[config.mk]
export PLATFORM = sky130hd
export DESIGN_NAME = seven_seg_scan_driver
export DESIGN_NICKNAME = d
export VERILOG_FILES = /design/src/rtl/seven_seg_pkg.sv /design/src/rtl/bin2bcd_seq.sv /design/src/rtl/seven_seg_scan_driver.sv
export SDC_FILE = /design/constraint.sdc
export NUM_CORES = 1
export LEC_CHECK = 0
export ABC_AREA = 1
export BUFFER_PORTS_ARGS = -buffer_cell sky130_fd_sc_hd__buf_4
export CAP_MARGIN = 15
export CORE_UTILIZATION = 64
export DETAILED_ROUTE_END_ITERATION = 8
export PLACE_DENSITY = 0.82
export SLEW_MARGIN = 20
export SYNTH_ARGS = -nofsm -noshare
export SYNTH_HDL_FRONTEND = slang
export SYNTH_SLANG_ARGS = --single-unit
[constraint.sdc]
create_clock -name clock -period 4.15 [get_ports clock]
set_input_delay 0.415 -clock clock [delete_from_list [all_inputs] [get_ports clock]]
set_output_delay 0.415 -clock clock [all_outputs]
set_load 0.03 [all_outputs]
[src/rtl/seven_seg_pkg.sv]
// Shared constants for the seven-segment scan driver: segment bit positions,
// digit glyphs (bit order gfedcba) and the converter FSM state type.
package seven_seg_pkg;

  localparam int SEG_A  = 0;
  localparam int SEG_B  = 1;
  localparam int SEG_C  = 2;
  localparam int SEG_D  = 3;
  localparam int SEG_E  = 4;
  localparam int SEG_F  = 5;
  localparam int SEG_G  = 6;
  localparam int SEG_DP = 7;

  localparam logic [6:0] GLYPH_0 = 7'((1 << SEG_A) | (1 << SEG_B) | (1 << SEG_C) | (1 << SEG_D) | (1 << SEG_E) | (1 << SEG_F));
  localparam logic [6:0] GLYPH_1 = 7'((1 << SEG_B) | (1 << SEG_C));
  localparam logic [6:0] GLYPH_2 = 7'((1 << SEG_A) | (1 << SEG_B) | (1 << SEG_D) | (1 << SEG_E) | (1 << SEG_G));
  localparam logic [6:0] GLYPH_3 = 7'((1 << SEG_A) | (1 << SEG_B) | (1 << SEG_C) | (1 << SEG_D) | (1 << SEG_G));
  localparam logic [6:0] GLYPH_4 = 7'((1 << SEG_B) | (1 << SEG_C) | (1 << SEG_F) | (1 << SEG_G));
  localparam logic [6:0] GLYPH_5 = 7'((1 << SEG_A) | (1 << SEG_C) | (1 << SEG_D) | (1 << SEG_F) | (1 << SEG_G));
  localparam logic [6:0] GLYPH_6 = 7'((1 << SEG_A) | (1 << SEG_C) | (1 << SEG_D) | (1 << SEG_E) | (1 << SEG_F) | (1 << SEG_G));
  localparam logic [6:0] GLYPH_7 = 7'((1 << SEG_A) | (1 << SEG_B) | (1 << SEG_C));
  localparam logic [6:0] GLYPH_8 = 7'h7F;
  localparam logic [6:0] GLYPH_9 = 7'((1 << SEG_A) | (1 << SEG_B) | (1 << SEG_C) | (1 << SEG_D) | (1 << SEG_F) | (1 << SEG_G));
  localparam logic [6:0] GLYPH_DASH  = 7'(1 << SEG_G);
  localparam logic [6:0] GLYPH_BLANK = 7'h00;

  typedef enum logic [1:0] {
    IDLE    = 2'd0,
    CONVERT = 2'd1,
    COMMIT  = 2'd2
  } conv_state_t;

  function automatic logic [6:0] digit_glyph(input logic [3:0] nib);
    case (nib)
      4'd0:    return GLYPH_0;
      4'd1:    return GLYPH_1;
      4'd2:    return GLYPH_2;
      4'd3:    return GLYPH_3;
      4'd4:    return GLYPH_4;
      4'd5:    return GLYPH_5;
      4'd6:    return GLYPH_6;
      4'd7:    return GLYPH_7;
      4'd8:    return GLYPH_8;
      4'd9:    return GLYPH_9;
      default: return GLYPH_BLANK;
    endcase
  endfunction

endpackage

[src/rtl/bin2bcd_seq.sv]
// Sequential double-dabble converter with valid/ready input and sticky
// overflow detection when the value needs more than NUM_DIGITS digits.
module bin2bcd_seq
  import seven_seg_pkg::*;
#(
  parameter int VALUE_W    = 16,
  parameter int NUM_DIGITS = 6
) (
  input  logic                    clock,
  input  logic                    rst_n,
  input  logic [VALUE_W-1:0]      value,
  input  logic                    value_valid,
  output logic                    value_ready,
  output logic [4*NUM_DIGITS-1:0] bcd,
  output logic                    overflow_acc,
  output logic                    commit,
  output conv_state_t             state
);

  localparam int BCD_W = 4 * NUM_DIGITS;
  localparam int SR_W  = BCD_W + VALUE_W;
  localparam int CNT_W = $clog2(VALUE_W);

  // Handshake: a value transfers on a rising edge where value_valid and
  // value_ready are both high; value_ready is high exactly while IDLE, and
  // offers made while it is low are dropped rather than held.
  conv_state_t      state_q, state_d;
  logic [SR_W-1:0]  sr_q, adjusted;
  logic [CNT_W-1:0] cnt_q;
  logic             ovf_q;

  always_ff @(posedge clock or negedge rst_n) begin
    if (!rst_n) state_q <= IDLE;
    else        state_q <= state_d;
  end

  always_comb begin
    state_d = state_q;
    case (state_q)
      IDLE:    if (value_valid) state_d = CONVERT;
      CONVERT: if (cnt_q == CNT_W'(VALUE_W - 1)) state_d = COMMIT;
      COMMIT:  state_d = IDLE;
      default: state_d = IDLE;
    endcase
  end

  always_comb begin
    adjusted = sr_q;
    for (int i = 0; i < NUM_DIGITS; i++) begin
      if (sr_q[VALUE_W + 4*i +: 4] >= 4'd5)
        adjusted[VALUE_W + 4*i +: 4] = sr_q[VALUE_W + 4*i +: 4] + 4'd3;
    end
  end

  always_ff @(posedge clock or negedge rst_n) begin
    if (!rst_n) begin
      sr_q  <= '0;
      cnt_q <= '0;
      ovf_q <= 1'b0;
    end else begin
      case (state_q)
        IDLE: if (value_valid) begin
          sr_q  <= {{BCD_W{1'b0}}, value};
          cnt_q <= '0;
          ovf_q <= 1'b0;
        end
        CONVERT: begin
          sr_q  <= {adjusted[SR_W-2:0], 1'b0};
          cnt_q <= cnt_q + 1'b1;
          // A carry out of the top digit means the value has no room in NUM_DIGITS
          ovf_q <= ovf_q | adjusted[SR_W-1];
        end
        default: ;
      endcase
    end
  end

  assign value_ready  = (state_q == IDLE);
  assign commit       = (state_q == COMMIT);
  assign bcd          = sr_q[SR_W-1 -: BCD_W];
  assign overflow_acc = ovf_q;
  assign state        = state_q;

endmodule

[src/rtl/seven_seg_scan_driver.sv]
// Multiplexed seven-segment driver: binary-to-BCD conversion, committed display
// register, refresh scan and glyph decode. Option: LEADING_ZERO_BLANK_EN.
module seven_seg_scan_driver
  import seven_seg_pkg::*;
#(
  parameter int VALUE_W        = 16,
  parameter int NUM_DIGITS     = 6,
  parameter int REFRESH_DIV    = 50000,
  parameter bit SEL_ACTIVE_LOW = 1'b1,
  parameter bit SEG_ACTIVE_LOW = 1'b1
) (
  input  logic                  clock,
  input  logic                  rst_n,
  input  logic [VALUE_W-1:0]    value,
  input  logic                  value_valid,
  output logic                  value_ready,
  input  logic [NUM_DIGITS-1:0] dp_mask,
  output logic                  done,
  output logic                  overflow,
  output logic [NUM_DIGITS-1:0] sel,
  output logic [7:0]            seg,
  output conv_state_t           fsm_state
);

  localparam int BCD_W = 4 * NUM_DIGITS;
  localparam int DIV_W = $clog2(REFRESH_DIV);
  localparam int IDX_W = (NUM_DIGITS > 1) ? $clog2(NUM_DIGITS) : 1;
  localparam logic [NUM_DIGITS-1:0] SEL_OFF = SEL_ACTIVE_LOW ? {NUM_DIGITS{1'b1}} : '0;
  localparam logic [7:0]            SEG_OFF = SEG_ACTIVE_LOW ? 8'hFF : 8'h00;

  logic [BCD_W-1:0] bcd, display_q;
  logic             ovf_acc, commit;

  bin2bcd_seq #(.VALUE_W(VALUE_W), .NUM_DIGITS(NUM_DIGITS)) u_conv (
    .clock        (clock),
    .rst_n        (rst_n),
    .value        (value),
    .value_valid  (value_valid),
    .value_ready  (value_ready),
    .bcd          (bcd),
    .overflow_acc (ovf_acc),
    .commit       (commit),
    .state        (fsm_state)
  );

  // Digits only change on commit, so the scan never shows a half-converted value
  always_ff @(posedge clock or negedge rst_n) begin
    if (!rst_n) begin
      display_q <= '0;
      overflow  <= 1'b0;
      done      <= 1'b0;
    end else begin
      done <= commit;
      if (commit) begin
        display_q <= bcd;
        overflow  <= ovf_acc;
      end
    end
  end

  logic [DIV_W-1:0] div_q;
  logic [IDX_W-1:0] idx_q;

  always_ff @(posedge clock or negedge rst_n) begin
    if (!rst_n) begin
      div_q <= '0;
      idx_q <= '0;
    end else if (div_q == DIV_W'(REFRESH_DIV - 1)) begin
      div_q <= '0;
      idx_q <= (idx_q == IDX_W'(NUM_DIGITS - 1)) ? '0 : idx_q + 1'b1;
    end else begin
      div_q <= div_q + 1'b1;
    end
  end

  logic blank_digit;
`ifdef LEADING_ZERO_BLANK_EN
  logic [NUM_DIGITS-1:0] lz_blank;
  logic                  upper_zero;

  // Digit i is blank when it and every digit above it are zero; digit 0 never is
  always_comb begin
    lz_blank   = '0;
    upper_zero = 1'b1;
    for (int i = NUM_DIGITS - 1; i > 0; i--) begin
      upper_zero  = upper_zero & (display_q[4*i +: 4] == 4'd0);
      lz_blank[i] = upper_zero;
    end
    blank_digit = lz_blank[idx_q];
  end
`else
  assign blank_digit = 1'b0;
`endif

  logic [3:0]            nibble;
  logic [6:0]            glyph;
  logic [7:0]            seg_raw;
  logic [NUM_DIGITS-1:0] sel_raw;

  always_comb begin
    nibble = display_q[{idx_q, 2'b00} +: 4];
    if (overflow)         glyph = GLYPH_DASH;
    else if (blank_digit) glyph = GLYPH_BLANK;
    else                  glyph = digit_glyph(nibble);
    seg_raw         = 8'h00;
    seg_raw[6:0]    = glyph;
    seg_raw[SEG_DP] = dp_mask[idx_q];
    sel_raw         = NUM_DIGITS'(1) << idx_q;
  end

  always_ff @(posedge clock or negedge rst_n) begin
    if (!rst_n) begin
      sel <= SEL_OFF;
      seg <= SEG_OFF;
    end else begin
      sel <= sel_raw ^ SEL_OFF;
      seg <= seg_raw ^ SEG_OFF;
    end
  end

endmodule

==> results.yml, run 1 <==
die:
  core.rowCount: 32
  core-area_sq_um: 7807
  die-area_sq_um: 8493
  die_w_um: 92.16
  die_h_um: 92.16
  ios: 44
  initial_core_util_pct: 66.63
timing:
  skew_ps: 8.146
  tightest_slew_ps: 808.6
  hold_viol_final: 0
  max_freq_ghz: 0.4251
  setup_ws_ps: 1798
  setup_viol_count_final: 0
  relSlewSlack_pct: 45.96
  rsz0062_at_grt: "no"
  fin_setup_tns_ps: 0
  min_period_over_period_pct: 56.68
  report.final.slew_viol_count: 0
  min_period_ps: 2352
placed_design:
  gp_congestion: 0.8648
  dp_hpwl_mm: 7.192
  dp_slack_ps: 1841
  numPortBuffers: 43
grt:
  met3_usage_pct: 2.902
  first_global_vias: 3947
  grt_pass1_wl_mm: 17.30
  busiest_layer: "met2"
  met1_usage_pct: 34.96
  grtUsageTotal_pct: 25.72
  antenna_found_initial: 0
  overflow: 0
  use_met2_pct: 42.79
  grt_max_degree: 49
setup_path:
  worst_ep_arrival_time_ps: 2610
  startpoint: "u_conv.state[1]"
  r2r-start: "u_conv.state[1]"
  worst_path_largest_cell_delay_ps: 690
  r2r-end: "u_conv.sr_q[24]"
  worstPathBufferInverterCount: 1
  cpLargestDelayFamily: "buffers and inverters"
  worstPathCellList: "nor2_4 > clkinv_1 > o32ai_1"
  critPathSlowestCell: "clkinv_1"
  worstPathRequired_ps: 4410
  cp-end-kind: "flop"
  crit_cells: 3
  endpoint: "u_conv.sr_q[24]"
  start_kind: "flop"
  r2r_slack_ps: 1800
  worstPathMaxFanout: 34
  r2r_cells: 3
  crit_type: "reg2reg"
clock_network:
  cts_resized: 0
  cts_made_buffers: 9
  clock_sinks: 106
  cts_buffer_depth: 2
  root_buffer: "clkbuf_8"
  ctsHoldBuffers: 1
  clkTransAtPathRegs_ps: 100
  cts-htree-levels: 3
  clk_latency_ps: 360
  cts_post_setup_buffers_inserted: 0
  cts_tree: "built"
power_and_ir_drop:
  combPwrFrac_pct: 38.9
  p_int_mw: 2.078
  irDropWorstVdd_mv: 0.4242
  pwr_density_cell_nw_per_um2: 604.2
  p_clk_share_pct: 17.3
  p_leak_nw: 2.882
  switching_share_pct: 40.47
  p_switching_mw: 1.413
  share_seq_of_total_power_pct: 43.8
layout:
  n_antenna_cell: 0
  area_growth_pct: 11.04
  drive_above_1_share_pct: 14.97
  final_common_cell: "nand2_1"
  nNetsFinal: 689
  final_cell_mix: "nand2_1, dfrtp_1, inv_1"
yosys:
  syn-num-nets: 648
  yosys_warnings: 0
  avgSynthCellArea_sq_um: 8.642
  synth.distinct_cells: 37
  synth_cells: 602
  yosys_register_bits: 106
  syn_area_sq_um: 5202
  synth-seq-area-share_pct: 51.32
min_path:
  hp-class: "in2reg"
drt:
  via_count: 4095
  drc: 0
  avgViaCountPerCell: 5.460
  wl_per_cell_um: 13.32
  ant_nets: 0
  totalWireLength_mm: 9.988
  dr.pass1.iters: 5
  drt_iter0_drc: 228
status:
  status: "finished clean"
job:
  max_cap_viol_count: 0
-- final cells by class --
type / count / area [sq um]
clock inverters: 6 / 50.05
well taps: 102 / 127.6
clock buffers: 10 / 137.6
fillers: 612 / 2031
flip-flops and latches: 106 / 2670
inverters: 85 / 324.1
repair buffers: 46 / 347.8
multi-input cells: 395 / 2120
-- cell families after synthesis --
logic type      after synthesis  share of synthesized area (%)
simple gates                250                          20.54
mux                           1                         0.1924
xor+xnor                     12                          2.020
buf+inv                     101                          7.936
fa+ha+maj                    21                          5.050
flops                       106                          51.32
compound gates              111                          12.94
-- Yosys cell counts (all sizes together) --
master / number / area (sq um)
inv: 84 / 320.3
clkinv: 1 / 3.750
a21oi: 7 / 38.79
nand4: 6 / 37.54
dfstp: 14 / 367.9
nor3: 6 / 35.03
o22ai: 9 / 81.33
xor2: 11 / 96.34
nand3: 38 / 190.2
o221ai: 1 / 8.760
a22oi: 8 / 60.06
clkbuf: 8 / 30.03
buf: 8 / 58.80
o21ai: 68 / 340.3
dfrtp: 92 / 2302
a31oi: 4 / 25.02
mux2i: 1 / 10.01
nor2: 41 / 181.4
nand2: 158 / 618.1
o211ai: 4 / 30.03
xnor2: 1 / 8.760
ha: 21 / 262.8
o31ai: 1 / 7.510
a22o: 1 / 8.760
o32ai: 6 / 52.55
a32o: 2 / 20.02
nor4: 1 / 6.260
-- worst min-delay path by stage --
stage | startpoint | endpoint | slack [ps] | cells past startpoint
2_1_floorplan | rst_n | display_q[0] | 120 | 0
3_3_place_gp | rst_n | div_q[12] | 360 | 1
3_5_place_dp | rst_n | div_q[9] | 370 | 1
4_1_cts | value[8] | u_conv.sr_q[8] | 250 | 3
5_1_grt | dp_mask[5] | seg[7] | 270 | 3
6_report | value[8] | u_conv.sr_q[8] | 260 | 3
-- registers in the layout, indices dropped and copies added, names as in the netlist --
signal,count
done,1
u_conv.overflow_acc,1
overflow,1
u_conv.cnt_q,4
seg,8
u_conv.state,2
idx_q,3
u_conv.sr_q,40
sel,6
display_q,24
div_q,16
-- tightest hold or removal path: cells and delay by family --
kind	cells	cell delay [ps]
buffers and inverters	1	70
and+or+nand+nor	1	50
AOI/OAI and AO/OA	1	50
-- metal layers --
metal	wire, um	share of wire (%)
met5	0	0
met2	4725	47
met4	138	1.4
met3	398	4.0
met1	4726	47
-- power by group through the flow --
stage / registers [mW] / clock network, mW / logic [mW]
after floorplan: 1.53 / 0 / 1.01
after CTS: 1.52 / 0.613 / 1.35
after global routing: 1.56 / 0.650 / 1.55
after detailed placement: 1.54 / 0 / 1.35
final: 1.53 / 0.604 / 1.36
after global placement: 1.53 / 0 / 1.28
-- per-stage QoR --
step	power [mW]	hold WS (ps)	util, %	cells	area [sq um]
3_5_place_dp	2.888	373.8	71.46	733	5579
2_1_floorplan	2.543	119.4	-	602	5202
4_1_cts	3.492	246.6	73.99	750	5777
6_report	3.491	260.1	73.99	750	5777
5_1_grt	3.756	269.4	73.99	750	5777
3_3_place_gp	2.805	363.9	71.46	733	5579
(Power assumes the default switching activity.)
==> run 2, diff against run 1 <==
--- a/config.mk
+++ b/config.mk
@@ -8,9 +8,9 @@
 export ABC_AREA = 1
 export BUFFER_PORTS_ARGS = -buffer_cell sky130_fd_sc_hd__buf_4
 export CAP_MARGIN = 15
-export CORE_UTILIZATION = 64
+export CORE_UTILIZATION = 54
 export DETAILED_ROUTE_END_ITERATION = 8
-export PLACE_DENSITY = 0.82
+export PLACE_DENSITY = 0.73
 export SLEW_MARGIN = 20
 export SYNTH_ARGS = -nofsm -noshare
 export SYNTH_HDL_FRONTEND = slang
==> constraint.sdc (replaced) <==
create_clock -name clock -period 2.1 [get_ports clock]
set_input_delay 0.21 -clock clock [delete_from_list [all_inputs] [get_ports clock]]
set_output_delay 0.21 -clock clock [all_outputs]
set_load 0.03 [all_outputs]
==> results.yml, run 2 (synthesis results as in run 1) <==
status:
  status: "finished clean"
setup_path:
  startpoint: "idx_q[1]"
  worstPathRequired_ps: 2400
  r2r_cells: 11
  worstPathMaxFanout: 6
  r2r-end: "seg[3]"
  crit_type: "reg2reg"
  worst_ep_arrival_time_ps: 2190
  start_kind: "flop"
  cp-end-kind: "flop"
  r2r-start: "idx_q[1]"
  r2r_slack_ps: 210
die:
  die_w_um: 100.2
  core.rowCount: 35
  ios: 44
  initial_core_util_pct: 56.04
  core-area_sq_um: 9284
  die_h_um: 100.2
  die-area_sq_um: 10030
timing:
  max_freq_ghz: 0.5304
  relSlewSlack_pct: 58.27
  min_period_over_period_pct: 89.78
  rsz0062_at_grt: "no"
  tightest_slew_ps: 625.9
  setup_viol_count_final: 0
  skew_ps: 13.43
  fin_setup_tns_ps: 0
  setup_ws_ps: 214.6
  holdWs_ps: 51.99
  report.final.slew_viol_count: 0
  min_period_ps: 1885
  hold_viol_final: 0
layout:
  final_cell_mix: "nand2_1, dfrtp_1, inv_1"
  area_growth_pct: 14.55
  nNetsFinal: 700
  fillers: 809
  multi_input_area_sq_um: 2120
  largest-register: "u_conv.sr_q"
  largest_reg_flops: 40
  final_common_cell: "nand2_1"
  largestRegisters: "u_conv.sr_q: 40 flops, display_q: 24 flops, div_q: 16 flops"
  utilization_pct: 64.19
  n_antenna_cell: 0
  layout.area.seq_sq_um: 2671
  drive_above_1_share_pct: 16.54
grt:
  grt_pass1_wl_mm: 18.60
  grt_max_degree: 49
  antenna_found_initial: 0
  overflow: 0
  first_global_vias: 4116
  grtUsageTotal_pct: 23.25
clock_network:
  cts_made_buffers: 9
  cts_tree: "built"
  root_buffer: "clkbuf_8"
  clkTransAtPathRegs_ps: 90
  cts-htree-levels: 3
  cts_buffer_depth: 2
  clock_sinks: 106
  clk_latency_ps: 370
placed_design:
  dp_hpwl_mm: 7.568
  gp_congestion: 0.8378
  numPortBuffers: 43
  dp_slack_ps: 108.6
min_path:
  hold_depth: 3
  hp-class: "in2reg"
  holdPathEnd: "u_conv.sr_q[8]"
  hp-start: "value[8]"
drt:
  wl_per_cell_um: 13.23
  via_count: 4112
  ant_nets: 0
  dr.pass1.iters: 5
  avgViaCountPerCell: 5.218
  drc: 0
  drt_iter0_drc: 230
  totalWireLength_mm: 10.43
power_and_ir_drop:
  pwr_density_cell_nw_per_um2: 1207
  irDropWorstVdd_mv: 0.8610
  p_leak_nw: 2.962
  p_total_mw: 7.191
job:
  max_cap_viol_count: 0
==> run 2: changes by cell type in the layout (fill, tap and decap cells not counted), sizes merged <==
cell and delta:
buf +11, bufinv +2, clkbuf +2, clkinv -2, inv -2
==> run 2: worst max-delay path: stages (launching register included) <==
cell and delay [ps]:
dfrtp_1 460, inv_4 90, nor2_1 250, a22oi_1 130, nand2_1 80, nand2_1 50, nand3_1 150, inv_2 80
ha_1 280, nand2_1 90, nand3_1 80, nand3_1 80
==> run 2: worst max path at each step <==
stage	end	slack (ps)	cells past startpoint
5_1_grt	seg[2]	10	12
6_report	seg[3]	210	11
2_1_floorplan	seg[6]	380	13
3_3_place_gp	seg[3]	210	12
3_5_place_dp	seg[3]	110	12
4_1_cts	seg[3]	70	12
==> run 2: layout make-up <==
cell class | count | share of cell area, %
clock buffer | 12 | 2.771
clock inverter | 4 | 1.218
inverter | 85 | 5.480
multi-input combinational | 395 | 35.57
sequential | 106 | 44.82
tap | 129 | 2.708
timing repair buffer | 57 | 7.432
==> run 2: stage by stage <==
| stage | instance area, sq um | instances |
|---|---|---|
| detailed placement | 5700 | 770 |
| global route | 5959 | 788 |
| CTS | 5948 | 787 |
| finish | 5959 | 788 |
| global placement | 5700 | 770 |
| floorplan | 5202 | 602 |
==> run 2: metal layers <==
metal | part of all wire [%] | track usage [%] | vias up
li1 | - | - | 2059
met1 | 47 | 31.18 | 1947
met2 | 48 | 37.51 | 98
met3 | 4.5 | 4.596 | 8
met4 | 0.89 | 8.919 | 0
met5 | 0 | 0 | -
==> run 2: timing repair <==
| item | in CTS | in global routing |
|---|---|---|
| resized for setup | 0 | 3 |
| hold buffers | 1 | 0 |
| setup buffers | 0 | 1 |
| hold endpoints to repair | 40 | 0 |
| endpoints found under the setup margin | 0 | 6 |
==> run 2: report_power, final <==
group / total (mW) / switching (mW) / internal [mW]
registers: 3.01 / 0.360 / 2.65
clock network: 1.43 / 0.667 / 0.767
logic: 2.74 / 1.72 / 1.02
total: 7.19 / 2.75 / 4.44
